## src/rtl/sme_host_driver.sv

```systemverilog
// sme_host_driver: host-side sequencer for a string/pattern matcher.
// The host fills a 32-entry string buffer and an 8-entry pattern buffer while idle.
// A start request streams the string and the pattern frame, then sends a one-cycle
// terminator and waits for the matcher's verdict.
// The verdict, or a timeout/length error, is held on the result outputs until the
// next transaction completes.
module sme_host_driver #(
    parameter int TIMEOUT = 512
) (
    input  logic       clk,
    input  logic       reset,
    input  logic       wr_en,
    input  logic       wr_sel,
    input  logic [4:0] wr_addr,
    input  logic [7:0] wr_data,
    input  logic       start,
    input  logic [5:0] str_len,
    input  logic [3:0] pat_len,
    input  logic       anchor_head,
    input  logic       anchor_tail,
    output logic [7:0] chardata,
    output logic       isstring,
    output logic       ispattern,
    input  logic       valid,
    input  logic       match,
    input  logic [4:0] match_index,
    output logic       busy,
    output logic       done,
    output logic       result_match,
    output logic [4:0] result_index,
    output logic       err
);

    typedef enum logic [2:0] {IDLE, SEND_STR, SEND_PAT, GAP, WAIT, FIN} state_t;

    // The last WAIT cycle is chosen so that the WAIT cycles plus the FIN cycle add up
    // to TIMEOUT. As a result, done rises exactly TIMEOUT cycles after WAIT is entered.
    localparam logic [9:0] WAIT_LAST = 10'(TIMEOUT - 2);

    state_t     state;
    logic [7:0] str_buf [32];
    logic [7:0] pat_buf [8];
    logic [5:0] slen_q;
    logic [3:0] plen_q;
    logic       head_q;
    logic       tail_q;
    logic [5:0] idx;
    logic [9:0] wait_cnt;
    logic [3:0] frame_len;
    logic       legal;

    assign frame_len = {3'b000, head_q} + plen_q + {3'b000, tail_q};
    assign legal     = (pat_len != 4'd0) && (pat_len <= 4'd8) && (str_len <= 6'd32);

    // Character at position pos of the pattern frame: optional '^', the body, then '$'.
    // Positions past the body can only be reached when the tail anchor is set.
    function automatic logic [7:0] frame_char(input logic [3:0] pos, input logic hd,
                                              input logic [3:0] pl);
        logic [3:0] body;
        body = pos - {3'b000, hd};
        if (hd && pos == 4'd0)
            return 8'h5E;
        else if (body < pl)
            return pat_buf[body[2:0]];
        else
            return 8'h24;
    endfunction

    // Host buffer writes are accepted only while idle. The buffers are deliberately not
    // reset, so their contents survive an aborted transaction.
    always_ff @(posedge clk) begin
        if (wr_en && state == IDLE) begin
            if (wr_sel)
                pat_buf[wr_addr[2:0]] <= wr_data;
            else
                str_buf[wr_addr] <= wr_data;
        end
    end

    // Transaction sequencer. Every output is loaded one edge ahead, so chardata and the
    // flags always show the character belonging to the current state.
    always_ff @(posedge clk or posedge reset) begin
        if (reset) begin
            state        <= IDLE;
            chardata     <= 8'h00;
            isstring     <= 1'b0;
            ispattern    <= 1'b0;
            busy         <= 1'b0;
            done         <= 1'b0;
            result_match <= 1'b0;
            result_index <= 5'd0;
            err          <= 1'b0;
            slen_q       <= 6'd0;
            plen_q       <= 4'd0;
            head_q       <= 1'b0;
            tail_q       <= 1'b0;
            idx          <= 6'd0;
            wait_cnt     <= 10'd0;
        end else begin
            done <= 1'b0;
            case (state)
                IDLE: begin
                    if (start) begin
                        slen_q <= str_len;
                        plen_q <= pat_len;
                        head_q <= anchor_head;
                        tail_q <= anchor_tail;
                        busy   <= 1'b1;
                        if (!legal) begin
                            state        <= FIN;
                            err          <= 1'b1;
                            result_match <= 1'b0;
                            result_index <= 5'd0;
                        end else if (str_len != 6'd0) begin
                            state    <= SEND_STR;
                            chardata <= str_buf[0];
                            isstring <= 1'b1;
                            idx      <= 6'd1;
                        end else begin
                            state     <= SEND_PAT;
                            chardata  <= frame_char(4'd0, anchor_head, pat_len);
                            ispattern <= 1'b1;
                            idx       <= 6'd1;
                        end
                    end
                end
                SEND_STR: begin
                    if (idx == slen_q) begin
                        state     <= SEND_PAT;
                        isstring  <= 1'b0;
                        ispattern <= 1'b1;
                        chardata  <= frame_char(4'd0, head_q, plen_q);
                        idx       <= 6'd1;
                    end else begin
                        chardata <= str_buf[idx[4:0]];
                        idx      <= idx + 6'd1;
                    end
                end
                SEND_PAT: begin
                    if (idx == {2'b00, frame_len}) begin
                        state     <= GAP;
                        chardata  <= 8'h00;
                        ispattern <= 1'b0;
                        idx       <= 6'd0;
                    end else begin
                        chardata <= frame_char(idx[3:0], head_q, plen_q);
                        idx      <= idx + 6'd1;
                    end
                end
                GAP: begin
                    state    <= WAIT;
                    wait_cnt <= 10'd0;
                end
                WAIT: begin
                    if (valid) begin
                        result_match <= match;
                        result_index <= match_index;
                        err          <= 1'b0;
                        state        <= FIN;
                    end else if (wait_cnt == WAIT_LAST) begin
                        result_match <= 1'b0;
                        result_index <= 5'd0;
                        err          <= 1'b1;
                        state        <= FIN;
                    end else begin
                        wait_cnt <= wait_cnt + 10'd1;
                    end
                end
                FIN: begin
                    done     <= 1'b1;
                    busy     <= 1'b0;
                    wait_cnt <= 10'd0;
                    state    <= IDLE;
                end
                default: state <= IDLE;
            endcase
        end
    end

endmodule

```

## config.mk

```make
export PLATFORM = sky130hd
export DESIGN_NAME = sme_host_driver
export DESIGN_NICKNAME = d
export VERILOG_FILES = /design/src/rtl/sme_host_driver.sv
export SDC_FILE = /design/constraint.sdc
export NUM_CORES = 1
export LEC_CHECK = 0
export ABC_CLOCK_PERIOD_IN_PS = 5400
export CAP_MARGIN = 20
export CORE_MARGIN = 3
export CORE_UTILIZATION = 45
export DETAILED_ROUTE_END_ITERATION = 10
export PLACE_DENSITY = 0.65
export SLEW_MARGIN = 40
export SYNTH_ARGS = -nofsm -noshare
export SYNTH_HDL_FRONTEND = slang
export SYNTH_SLANG_ARGS = --single-unit
export TNS_END_PERCENT = 10
```

## constraint.sdc

```tcl
create_clock -name clk -period 5.4 [get_ports clk]
set_input_delay 1.08 -clock clk [delete_from_list [all_inputs] [get_ports clk]]
set_output_delay 1.08 -clock clk [all_outputs]
set_load 0.05 [all_outputs]
```

==> summary.txt <==
Power and ir drop
  – Max VDD drop: 0.282 mV
  – Gate power share: 34.9%
  – Pwr Density: 518 mW/mm²
  – Power Internal: 6.10 mW
  – Static Leak: 5.93 nW
  – Register share of total power: 37.8%
  – Switch Pwr: 3.21 mW
  – Overall Power: 9.30 mW
  – Clock power frac: 27.3%
  – Sw frac: 34.5%

Critical path
  – Worst Path Arrival: 4400 ps
  – Critical path class: flip-flop to flip-flop
  – Crit-path most repeated cell: ha_1
  – Crit-path slowest cell: dfrtp_4
  – Critical path fanouts, max: 31
  – Critical path data required time: 5860 ps
  – Crit-path cells: inv_1, ha_1, clkinv_1, ha_1, or3_1, o22ai_1, nor2b_1, a221oi_1, nor2_1, o32a_1
  – Reg2reg setup slack: 1460 ps
  – CP endpoint kind: flip-flop
  – CP max stage delay: 690 ps
  – Reg-to-Reg End: chardata[4]
  – FF-to-FF path depth: 10
  – Worst reg2reg startpoint: idx[1]
  – Top delay family on crit path: adder cells
  – CP Buf/Inv Count: 2
  – Crit start category: flip-flop

Synth
  – Sequential fraction of the synthesis area: 69.4%
  – Largest cells by area after synthesis: edfxtp_1 (61%), mux4_2 (8.3%), dfrtp_1 (8.0%), mux2i_1 (2.1%), nor2_1 (2.0%)
  – Leading area contributor after synthesis: edfxtp_1
  – Syn Std Cell Area: 0.0156 mm²
  – Syn nets: 1,027
  – Count of cell types in the netlist: 66
  – Number of flops mapped to enable cells by yosys: 320
  – #FFs+latches synth: 370
  – Warnings from Yosys: 0
  – Cell count after synthesis: 972
  – Most common flop cell mapped by yosys: edfxtp_1
  – Async S/R FF share, synth: 13.5%
  – Post-synth top area share: 61.4%
  – Syn avg cell area: 16.1 µm²

Timing
  – Fmax achieved: 0.254 GHz
  – Slew @ Worst Pin: 851 ps
  – Final hold violations: 0
  – Final setup vio count: 0
  – Slew Limit Fails: 0
  – Slew margin rel.: 43.0%
  – Clock period minus worst slack: 3940 ps
  – Setup TNS: 0 ps
  – Final worst path period share: 73.0%
  – Final worst slack: 1460 ps
  – Setup Skew: 17.5 ps
  – Unrepaired setup endpoints after global routing: false

Hold path
  – Worst hold path stage count: 1
  – Hold EP: result_index[3]
  – Hold path start: result_index[3]
  – Worst min-delay path category: flip-flop to flip-flop

Global routing
  – Total gr overflow: 0
  – First-pass GRT wire length: 54,800 µm
  – Number of global-route vias before repair: 8,790
  – Initial antenna violation count: 0
  – Gr usage total: 19.8%
  – Pin count of the biggest net entering global routing: 61

Clock tree
  – CTS tree: built
  – Bufs on Longest Clock Path: 3
  – TritonCTS buffer count: 38
  – CTS sink cnt: 370
  – Worst-path clk slew: 60 ps
  – # Post-CTS Setup Buffers: 0
  – Hold-fix buffers at CTS: 0
  – Worst skew pair latency: 530 ps
  – Post_cts resized: 0
  – CTS Root Cell: clkbuf_16
  – H-tree levels: 2

Placed design
  – IO buf count: 55
  – Detailed Place HPWL: 23,400 µm
  – RD Place Congestion: 0.869
  – Pre-CTS setup slack: 1400 ps

Drt
  – Final wirelength: 36,000 µm
  – Routed WL per cell: 23.9 µm
  – Drt first pass iters: 5
  – Post-route ant nets: 0
  – Vias: 8,896
  – Drt via density: 5.89
  – Residual DRC: 0
  – 1st-iter DRT viols: 938

Finish
  – Sequential Area: 0.0109 mm²
  – Share of layout cells above drive strength 1: 17.3%
  – ANT cells: 0
  – Most frequent cells in the layout: edfxtp_1 (320), nor2_1 (65), mux4_2 (58), clkdlybuf4s50_1 (55), dfrtp_1 (47)
  – Post-layout util: 53.0%
  – Area Overhead vs Synth: 14.7%
  – Fillers: 2,743
  – Area occupied by multi-input gates: 0.00455 mm²
  – Commonest non-fill, non-tap cell in the layout: edfxtp_1
  – Post-layout nets: 1,092

Floorplan
  – Initial core utilization: 46.2%
  – Die Area: 0.0370 mm²
  – # rows: 67
  – I/O pin count: 56
  – Core area: 0.0339 mm²
  – Die H: 192 µm
  – DIE WIDTH: 192 µm

Outcome
  – Status: finished, final reports clean

Flow run
  – MaxCap Viol Count: 0
power by group through the flow:
stage               clock network (mW)  registers [mW]  logic, mW
floorplan                            0            3.65       2.19
global placement                     0            3.56       3.20
detailed placement                   0            3.57       3.22
CTS                               2.58            3.52       3.24
global route                      2.70            3.54       3.50
finish                            2.54            3.51       3.25
logic make-up after synthesis:
logic type | count (synthesis) | synth area share (%)
xor+xnor | 25 | 1.40
mux | 109 | 11.8
buf+inv | 70 | 1.93
fa+ha+maj | 20 | 1.62
simple gates | 242 | 7.69
flops | 370 | 69.4
compound gates | 136 | 6.20
registers in the layout, indices dropped and copies added, names as in the netlist, 3 cells and up:
signal,count
chardata,8
idx,6
pat_buf,64
plen_q,4
result_index,5
slen_q,6
state,3
str_buf,256
wait_cnt,10
through the flow:
stage | cell area [µm²] | std cells | hold slack [ps]
global placement | 16700 | 1445 | 483
CTS | 17900 | 1510 | 505
floorplan | 15600 | 972 | 498
detailed placement | 16700 | 1445 | 491
finish | 17900 | 1510 | 502
global route | 17900 | 1510 | 517
metal layers:
metal,global-route usage (%),wire length [µm],up-vias
li1,-,-,3942
met1,29.2,15900,4538
met2,30.7,16600,344
met3,3.32,2550,72
met4,5.77,1000,0
met5,0,0,-
cell type report:
type                       instances  area share (%)
sequential                       370            60.5
multi-input combinational        532            25.4
clock buffer                      46            5.58
timing repair buffer              75            3.92
tap                              448            3.12
clock inverter                    19            1.05
inverter                          20           0.418
how the worst max path moves through the flow:
stage | startpoint | end | slack (ps) | cells after the start
after floorplan | idx[0] | chardata[1] | 1550 | 15
after global placement | str_len[1] | ispattern | 1480 | 7
after detailed placement | str_len[1] | ispattern | 1400 | 7
after CTS | idx[1] | chardata[1] | 1500 | 10
after global routing | idx[1] | chardata[6] | 1180 | 10
final | idx[1] | chardata[4] | 1460 | 10
Yosys cell counts, types with 10 or more instances:
library cell,count
a21oi_1,16
o22ai_1,24
nor3_1,11
inv_1,18
ha_1,17
buf_2,19
nand2_1,43
xnor2_1,15
buf_1,11
mux2_2,18
clkbuf_1,16
o21ai_0,13
mux4_2,58
mux2i_1,33
nand3_1,17
edfxtp_1,320
nor2_1,82
nor2b_1,18
dfrtp_1,50
a211oi_1,14
nor4_1,11
nand2b_1,17
xor2_1,10
Power figures use the tool's default switching activity.
